File: config.mk
export PLATFORM = sky130hd
export DESIGN_NAME = if_prefetch_unit
export DESIGN_NICKNAME = d
export VERILOG_FILES = /design/src/rtl/if_prefetch_unit_pkg.sv /design/src/rtl/if_sync_fifo.sv /design/src/rtl/if_prefetch_unit.sv
export SDC_FILE = /design/constraint.sdc
export NUM_CORES = 1
export LEC_CHECK = 0
export BUFFER_PORTS_ARGS = -buffer_cell sky130_fd_sc_hd__buf_2
export CAP_MARGIN = 25
export CORE_ASPECT_RATIO = 1.75
export CORE_UTILIZATION = 60
export CTS_BUF_LIST = sky130_fd_sc_hd__clkbuf_4
export CTS_CLUSTER_SIZE = 20
export DETAILED_ROUTE_END_ITERATION = 10
export PLACE_DENSITY = 0.92
export SETUP_SLACK_MARGIN = 0.02
export SKIP_LAST_GASP = 1
export SLEW_MARGIN = 0
export SYNTH_ARGS = -nofsm -noshare
export SYNTH_HDL_FRONTEND = slang
export SYNTH_SLANG_ARGS = --single-unit
File: constraint.sdc
create_clock -name clk -period 10.25 [get_ports clk]
set_clock_uncertainty 0.1 [all_clocks]
set_input_delay 2.05 -clock clk [delete_from_list [all_inputs] [get_ports clk]]
set_output_delay 2.05 -clock clk [all_outputs]
set_load 0.02 [all_outputs]
File: src/rtl/if_prefetch_unit_pkg.sv
// Shared types and constants for the instruction-fetch prefetch unit.
package if_prefetch_unit_pkg;

    localparam int unsigned XLEN = 32;  // instruction and PC width
    localparam int unsigned AW   = 5;   // IMEM word-address width

    localparam logic [XLEN-1:0] NOP_INSTR = 32'h0000_0000;

    // Major opcode classes, ir[31:26]
    localparam logic [5:0] AR_TYPE = 6'b000000;
    localparam logic [5:0] M_TYPE  = 6'b000001;
    localparam logic [5:0] BR_TYPE = 6'b000010;
    localparam logic [5:0] SH_TYPE = 6'b000011;

    // One buffered fetch: instruction word and the PC of the following word
    typedef struct packed {
        logic [XLEN-1:0] ir;
        logic [XLEN-1:0] npc;
    } fetch_entry_t;

endpackage

File: src/rtl/if_sync_fifo.sv
// Synchronous FIFO with registered storage and a synchronous flush.
// Ports: clk, rst (sync, active-high), push/din, pop/dout (head entry),
//        flush (drops all entries), count, full, empty.
module if_sync_fifo #(
    parameter int unsigned DEPTH = 4,
    parameter int unsigned WIDTH = 64
) (
    input  logic                     clk,
    input  logic                     rst,
    input  logic                     push,
    input  logic                     pop,
    input  logic                     flush,
    input  logic [WIDTH-1:0]         din,
    output logic [WIDTH-1:0]         dout,
    output logic [$clog2(DEPTH):0]   count,
    output logic                     full,
    output logic                     empty
);

    localparam int unsigned PW = $clog2(DEPTH);

    logic [WIDTH-1:0] mem [DEPTH];
    logic [PW-1:0]    wr_ptr;
    logic [PW-1:0]    rd_ptr;
    logic             do_push;
    logic             do_pop;

    assign full    = (count == (PW+1)'(DEPTH));
    assign empty   = (count == '0);
    assign do_push = push && !full;
    assign do_pop  = pop && !empty;
    assign dout    = mem[rd_ptr];

    // Pointers wrap naturally at DEPTH; flush wins over push and pop.
    always_ff @(posedge clk) begin
        if (rst) begin
            wr_ptr <= '0;
            rd_ptr <= '0;
            count  <= '0;
            for (int unsigned i = 0; i < DEPTH; i++) begin
                mem[i] <= '0;
            end
        end else if (flush) begin
            wr_ptr <= '0;
            rd_ptr <= '0;
            count  <= '0;
        end else begin
            if (do_push) begin
                mem[wr_ptr] <= din;
                wr_ptr      <= wr_ptr + PW'(1);
            end
            if (do_pop) begin
                rd_ptr <= rd_ptr + PW'(1);
            end
            case ({do_push, do_pop})
                2'b10:   count <= count + (PW+1)'(1);
                2'b01:   count <= count - (PW+1)'(1);
                default: count <= count;
            endcase
        end
    end

endmodule

File: src/rtl/if_prefetch_unit.sv
// Instruction-fetch front end: issues word requests to a 1-cycle IMEM,
// buffers returned words with their NPC, and hands them to decode.
// Ports: clk, RN (sync reset, active-high),
//        imem_req/imem_addr/imem_rdata  - instruction memory interface,
//        redir_en/redir_pc              - branch redirect from execute,
//        id_valid/id_ready/id_ir/id_npc - decode handshake,
//        fetch_pc                       - next PC to be requested.
module if_prefetch_unit
    import if_prefetch_unit_pkg::*;
#(
    parameter int unsigned DEPTH = 4
) (
    input  logic            clk,
    input  logic            RN,
    output logic            imem_req,
    output logic [AW-1:0]   imem_addr,
    input  logic [XLEN-1:0] imem_rdata,
    input  logic            redir_en,
    input  logic [XLEN-1:0] redir_pc,
    output logic            id_valid,
    input  logic            id_ready,
    output logic [XLEN-1:0] id_ir,
    output logic [XLEN-1:0] id_npc,
    output logic [XLEN-1:0] fetch_pc
);

    localparam int unsigned CW  = $clog2(DEPTH) + 1;
    localparam int unsigned CW1 = CW + 1;

    logic [XLEN-1:0] pc;
    logic            inflight;
    logic            started;    // low for the first cycle after reset
    logic [CW-1:0]   count;
    logic            fifo_full;
    logic            fifo_empty;
    logic            credit_ok;
    logic            push;
    logic            pop;
    fetch_entry_t    push_entry;
    fetch_entry_t    head;

    // Occupancy plus the outstanding response must leave room for one more.
    assign credit_ok = (({1'b0, count} + CW1'(inflight)) < CW1'(DEPTH)) && !fifo_full;
    assign imem_req  = started && !RN && !redir_en && credit_ok;
    assign imem_addr = pc[AW-1:0];
    assign fetch_pc  = pc;

    // pc was already advanced at issue, so it equals the responding word's NPC.
    assign push           = inflight && !redir_en;
    assign push_entry.ir  = imem_rdata;
    assign push_entry.npc = pc;
    assign pop            = id_valid && id_ready;

    assign id_valid = !fifo_empty;
    assign id_ir    = head.ir;
    assign id_npc   = head.npc;

    // PC and in-flight tracking; a redirect drops the outstanding response.
    always_ff @(posedge clk) begin
        if (RN) begin
            pc       <= '0;
            inflight <= 1'b0;
            started  <= 1'b0;
        end else begin
            started <= 1'b1;
            if (redir_en) begin
                pc       <= redir_pc;
                inflight <= 1'b0;
            end else begin
                inflight <= imem_req;
                if (imem_req) begin
                    pc <= pc + XLEN'(1);
                end
            end
        end
    end

    if_sync_fifo #(
        .DEPTH (DEPTH),
        .WIDTH ($bits(fetch_entry_t))
    ) u_fifo (
        .clk   (clk),
        .rst   (RN),
        .push  (push),
        .pop   (pop),
        .flush (redir_en),
        .din   (push_entry),
        .dout  (head),
        .count (count),
        .full  (fifo_full),
        .empty (fifo_empty)
    );

endmodule
======== After elaboration in Yosys (flattened, before gate mapping) ========
Memory sizes are Yosys's and may differ from the RTL's. A register that Yosys moved wholly into a read port is not among the register bits.
Cells that the tools add are included.
storage, ports and cells
  flip-flop bits (word level) ............. 41
  bits in latches ......................... 0
  RAM bits ................................ 256
  ROM bits ................................ 0
  input port bits ......................... 68
  word-level logic and storage cells ...... 49
  memories kept ........................... 1
operators by class
  add/sub/neg operators ................... 6
  multipliers ............................. 0
  divide/modulo/power cells ............... 0
  $lt $le $gt $ge ......................... 1
  equality and inequality tests ........... 3
  shift-type cells ........................ 0
  muxes and demuxes ....................... 15
  bitwise gates (word level) .............. 0
  reductions and logical operators ........ 17
memories
  name        depth  width  read ports  clocked after memory_dff  wr ports  RTL line            text
  u_fifo.mem  4      64     1           1                         4         if_sync_fifo.sv:22  logic [WIDTH-1:0] mem [DEPTH];
operator list
  kind                                                                          number
  32-bit 2-to-1 mux                                                             2
  64-bit 2-to-1 mux                                                             1
  64-bit OR reduction                                                           1
  32-bit by 1-bit adder with 32-bit output, second input constant               1
  1-bit logical AND                                                             8
  1-bit 2-to-1 mux                                                              8
  2-bit 2-to-1 mux                                                              3
  3-bit case mux with 2 select lines                                            1
  2-bit by 1-bit adder with 2-bit output, second input constant                 2
  3-bit by 1-bit adder with 4-bit output                                        1
  1-bit logical NOT                                                             4
  4-bit by 3-bit less-than comparator with 1-bit output, second input constant  1
  2-bit nonzero test                                                            2
  3-bit by 1-bit adder with 3-bit output, second input constant                 1
  3-bit == test, second input constant                                          1
  3-bit logical NOT                                                             1
  3-bit by 1-bit subtractor with 3-bit output, second input constant            1
  2-bit by 1-bit == test with 1-bit output, second input constant               1
  2-bit == test, second input constant                                          1
  2-bit OR reduction                                                            1

======== Depth between registers and ports, before layout ========
  depth after elaboration ................. 9
  mapped depth ............................ 9
  gate-level depth less buffers ........... 9

======== By module ========
From an unflattened synthesis, not the netlist that was laid out.
second synthesis, totals
  cell total of the unflattened synthesis .. 917
  area, all modules ....................... 13452.9 um2
by module, submodules not included
  module            instances  cells an instance  area each (um2)  sequential area each (um2)
  if_sync_fifo      1          673                11488.5          7867.5
  if_prefetch_unit  1          244                1964.4           680.7

======== Worst setup path before layout ========
Ideal clock, no wire load.
  path kind ............................... input port to flip-flop
  from .................................... input redir_en
  to ...................................... memory u_fifo.mem[0][0], enable pin
  setup time .............................. 0.574 ns
  arrival time ............................ 7.239 ns
  path slack .............................. 2.337 ns
  stages on the path ...................... 4
  path through ............................ buf_4 -> nor3b_1 -> inv_1 -> o21ai_0
RTL lines
  element             RTL line                text
  start: declaration  if_prefetch_unit.sv:18  input logic redir_en,
  end: declaration    if_sync_fifo.sv:22

======== Final worst setup path ========
  from .................................... input redir_en
  to ...................................... output imem_req
on the way
  cells in the longest elaborated chain, start to end .. 3
ends and longest elaborated chain
  element                         RTL line                text
  1-bit logical NOT               if_prefetch_unit.sv:44  assign imem_req = started && !RN && !redir_en && credit_ok;
  1-bit logical AND (2 in a row)  if_prefetch_unit.sv:44
  end: declaration                if_prefetch_unit.sv:15  output logic imem_req,
No other way between the ends.

==> results.json <==
{
  "grt_max_degree": 84,
  "powerDensity_nw_per_um2": 161,
  "regToRegStartpoint": "u_fifo.count[0]",
  "dieArea_um2": 22600,
  "grt_pass1_vias": 9255,
  "path_clk_slew_ps": 60,
  "postCtsSetupRepairBufs": 0,
  "synth-edff-count": 256,
  "ys_seq_area_share_pct": 64.8,
  "initial_core_util_pct": 61.3,
  "drt_iter0_drc": 830,
  "grt-ovfl-total": 0,
  "p_leak_nw": 6.26,
  "comb_power_share_pct": 6.4,
  "cts_resized": 0,
  "hold_class": "register to register",
  "worst_pin_slew_ps": 1030,
  "avgViaCountPerCell": 6.04,
  "slew_viol_final": 0,
  "num_rows": 71,
  "yosys-top-cells-count": "256 x edfxtp_1, 122 x nor2_1, 109 x and3_1, 73 x nand2_1, 64 x mux4_2",
  "ant_nets": 0,
  "area_growth_pct": 14.5,
  "syn_area_per_cell_um2": 13.5,
  "cts_sinks": 299,
  "dp_cells": 1376,
  "synthesis.area_um2": 13200,
  "drv_cap": 0,
  "drive_gt1_share_pct": 31.4,
  "port_buffers": 170,
  "regArea_um2": 8560,
  "design.core.area_um2": 21500,
  "io_pins": 171,
  "synth.largest_area_cell": "edfxtp_1",
  "final_net_count": 1224,
  "fin_util_pct": 70.3,
  "htree_num_levels": 3,
  "period_share_pct": 56.2,
  "yosys-top-cells-area": "edfxtp_1 58%, mux4_2 11%, dfxtp_1 6.5%, and3_1 5.2%, nor2_1 3.5%",
  "timing.final.hold_violations": 0,
  "place_ws_ps": 4620,
  "sw_frac_of_total_pct": 23.5,
  "period_minus_slack_ps": 5760,
  "start_kind": "primary input",
  "setup_viol": 0,
  "totalWireLength_um": 30800,
  "power_frac_seq_pct": 57.2,
  "rr_endpoint": "u_fifo.mem[2][20]",
  "cp.arrival_ps": 3610,
  "r2r_cells": 5,
  "clkPwrFrac_pct": 36.4,
  "status": "finished, final reports clean",
  "synth_cell_types": 51,
  "cp-end-kind": "output port",
  "relSlewSlack_pct": 31.1,
  "rsz0062_at_grt": "no",
  "min_from": "u_fifo.count[2]",
  "die_x_um": 114,
  "power.internal_w": 0.00186,
  "first_pass_iters": 5,
  "syn-num-nets": 1045,
  "whs_path_depth": 2,
  "vdd_ir_drop_max_v": 0.0000964,
  "setup_tns_ps": 0,
  "num_vias": 9002,
  "setup_ws_ps": 4490,
  "synthArstFlopShare_pct": 0,
  "numCtsBuffers": 66,
  "final_cells": 1491,
  "nFillCells": 1436,
  "syn_inst": 974,
  "ys_warn_count": 0,
  "synth_ff_type": "edfxtp_1",
  "ctsRootBufferMaster": "clkbuf_4",
  "routabilityCongestion": 0.883,
  "yosys_register_bits": 299,
  "reg2reg_slack_ps": 6940,
  "die_h_um": 198,
  "required_ps": 8100,
  "grt_pass1_wl_um": 46900,
  "cts_tree": "yes",
  "remaining_drc_errors": 0,
  "multi_input_area_um2": 4220,
  "min_to": "u_fifo.count[2]",
  "max_freq_mhz": 173,
  "grt_use_total_pct": 27.7,
  "grt_antenna_before_repair": 2,
  "wl_per_cell_um": 20.7,
  "hold_buffers": 0,
  "cts.path.max_buffers": 3,
  "crit_fanout": 35,
  "worstSetupPathType": "primary input to output port",
  "place_hpwl_um": 18700,
  "p_sw_w": 0.000572,
  "synth.most_common_cell": "edfxtp_1",
  "synth_top_cell_area_share_pct": 58.3,
  "insertion_delay_ps": 650
}
-- kinds of logic after synthesis --
| group | Yosys count | synth area share (%) |
|---|---|---|
| XOR/XNOR | 8 | 0.531 |
| AND/OR/NAND/NOR | 400 | 15.6 |
| AO/OA/AOI/OAI | 77 | 3.50 |
| flip-flops | 299 | 64.8 |
| buffers and inverters | 115 | 3.60 |
| multiplexers | 72 | 11.6 |
| adder cells (fa/ha/maj) | 3 | 0.341 |
-- flip-flops by register name, summed over array words and instances, names as in the netlist, named ones only --
signal	flops
u_fifo.wr_ptr	2
started	1
inflight	1
fetch_pc	32
u_fifo.count	3
u_fifo.rd_ptr	2
u_fifo.mem	256
-- per-stage QoR --
step | power (W) | hold WS [ps] | area (µm²)
6_report | 0.00244 | 451 | 15100
3_3_place_gp | 0.00156 | 399 | 14200
2_1_floorplan | 0.00151 | 383 | 13200
5_1_grt | 0.00252 | 483 | 15100
3_5_place_dp | 0.00157 | 443 | 14300
4_1_cts | 0.00244 | 451 | 15100
-- area by class of cell --
type,count,area share [%]
Inverter,42,1.04
Sequential cell,299,56.6
Tap cell,292,2.42
Antenna cell,2,0.0331
Clock buffer,93,4.62
Multi-Input combinational cell,560,27.9
Clock inverter,19,0.712
Timing Repair Buffer,184,6.59
-- power by group through the flow --
stage / Clock (W) / Combinational [W] / Sequential [W]
2_1_floorplan: 0 / 0.0000857 / 0.00142
3_3_place_gp: 0 / 0.000151 / 0.00141
3_5_place_dp: 0 / 0.000155 / 0.00142
4_1_cts: 0.000896 / 0.000155 / 0.00139
5_1_grt: 0.000956 / 0.000167 / 0.00140
6_report: 0.000886 / 0.000156 / 0.00139
-- critical path: stages --
cell and delay (ps):
buf_2 310, nor4b_2 420, nand2_1 160, inv_1 410
buf_2 260
-- per-layer routing --
metal | up-vias | track usage, % | routed length, µm
met4 | 0 | 17.5 | 1390
met1 | 4378 | 31.6 | 10800
met2 | 502 | 48.0 | 16400
met5 | - | 0 | 0
met3 | 104 | 4.93 | 2230
li1 | 4018 | - | -
-- worst max path at each step --
stage               startpoint                to
finish                redir_en          imem_req
global route          redir_en          imem_req
global placement      redir_en          imem_req
CTS                   redir_en          imem_req
detailed placement    redir_en          imem_req
floorplan             redir_en  u_fifo.mem[0][0]
-- placed cells by master (no fill, tap or decap), types with 3 or more instances in the layout --
cell / synthesis / layout
clkbuf_4: 0 / 93
and2_1: 34 / 34
buf_2: 10 / 170
edfxtp_1: 256 / 256
nor3_1: 5 / 5
nor4_1: 4 / 4
clkinv_2: 0 / 5
o21ai_4: 0 / 3
nand4_1: 10 / 10
xor2_1: 6 / 6
a31oi_1: 16 / 16
o21ai_0: 16 / 13
nor2_1: 122 / 120
dfxtp_1: 43 / 41
buf_4: 8 / 12
and3_1: 109 / 109
inv_2: 1 / 4
inv_1: 41 / 41
or3_1: 7 / 7
o211ai_1: 5 / 5
mux4_2: 64 / 64
mux2_2: 5 / 5
a21oi_1: 27 / 27
nand2_1: 73 / 72
nand3_1: 19 / 19
clkinv_1: 0 / 9
mux2i_1: 3 / 3
(Power assumes the default switching activity.)
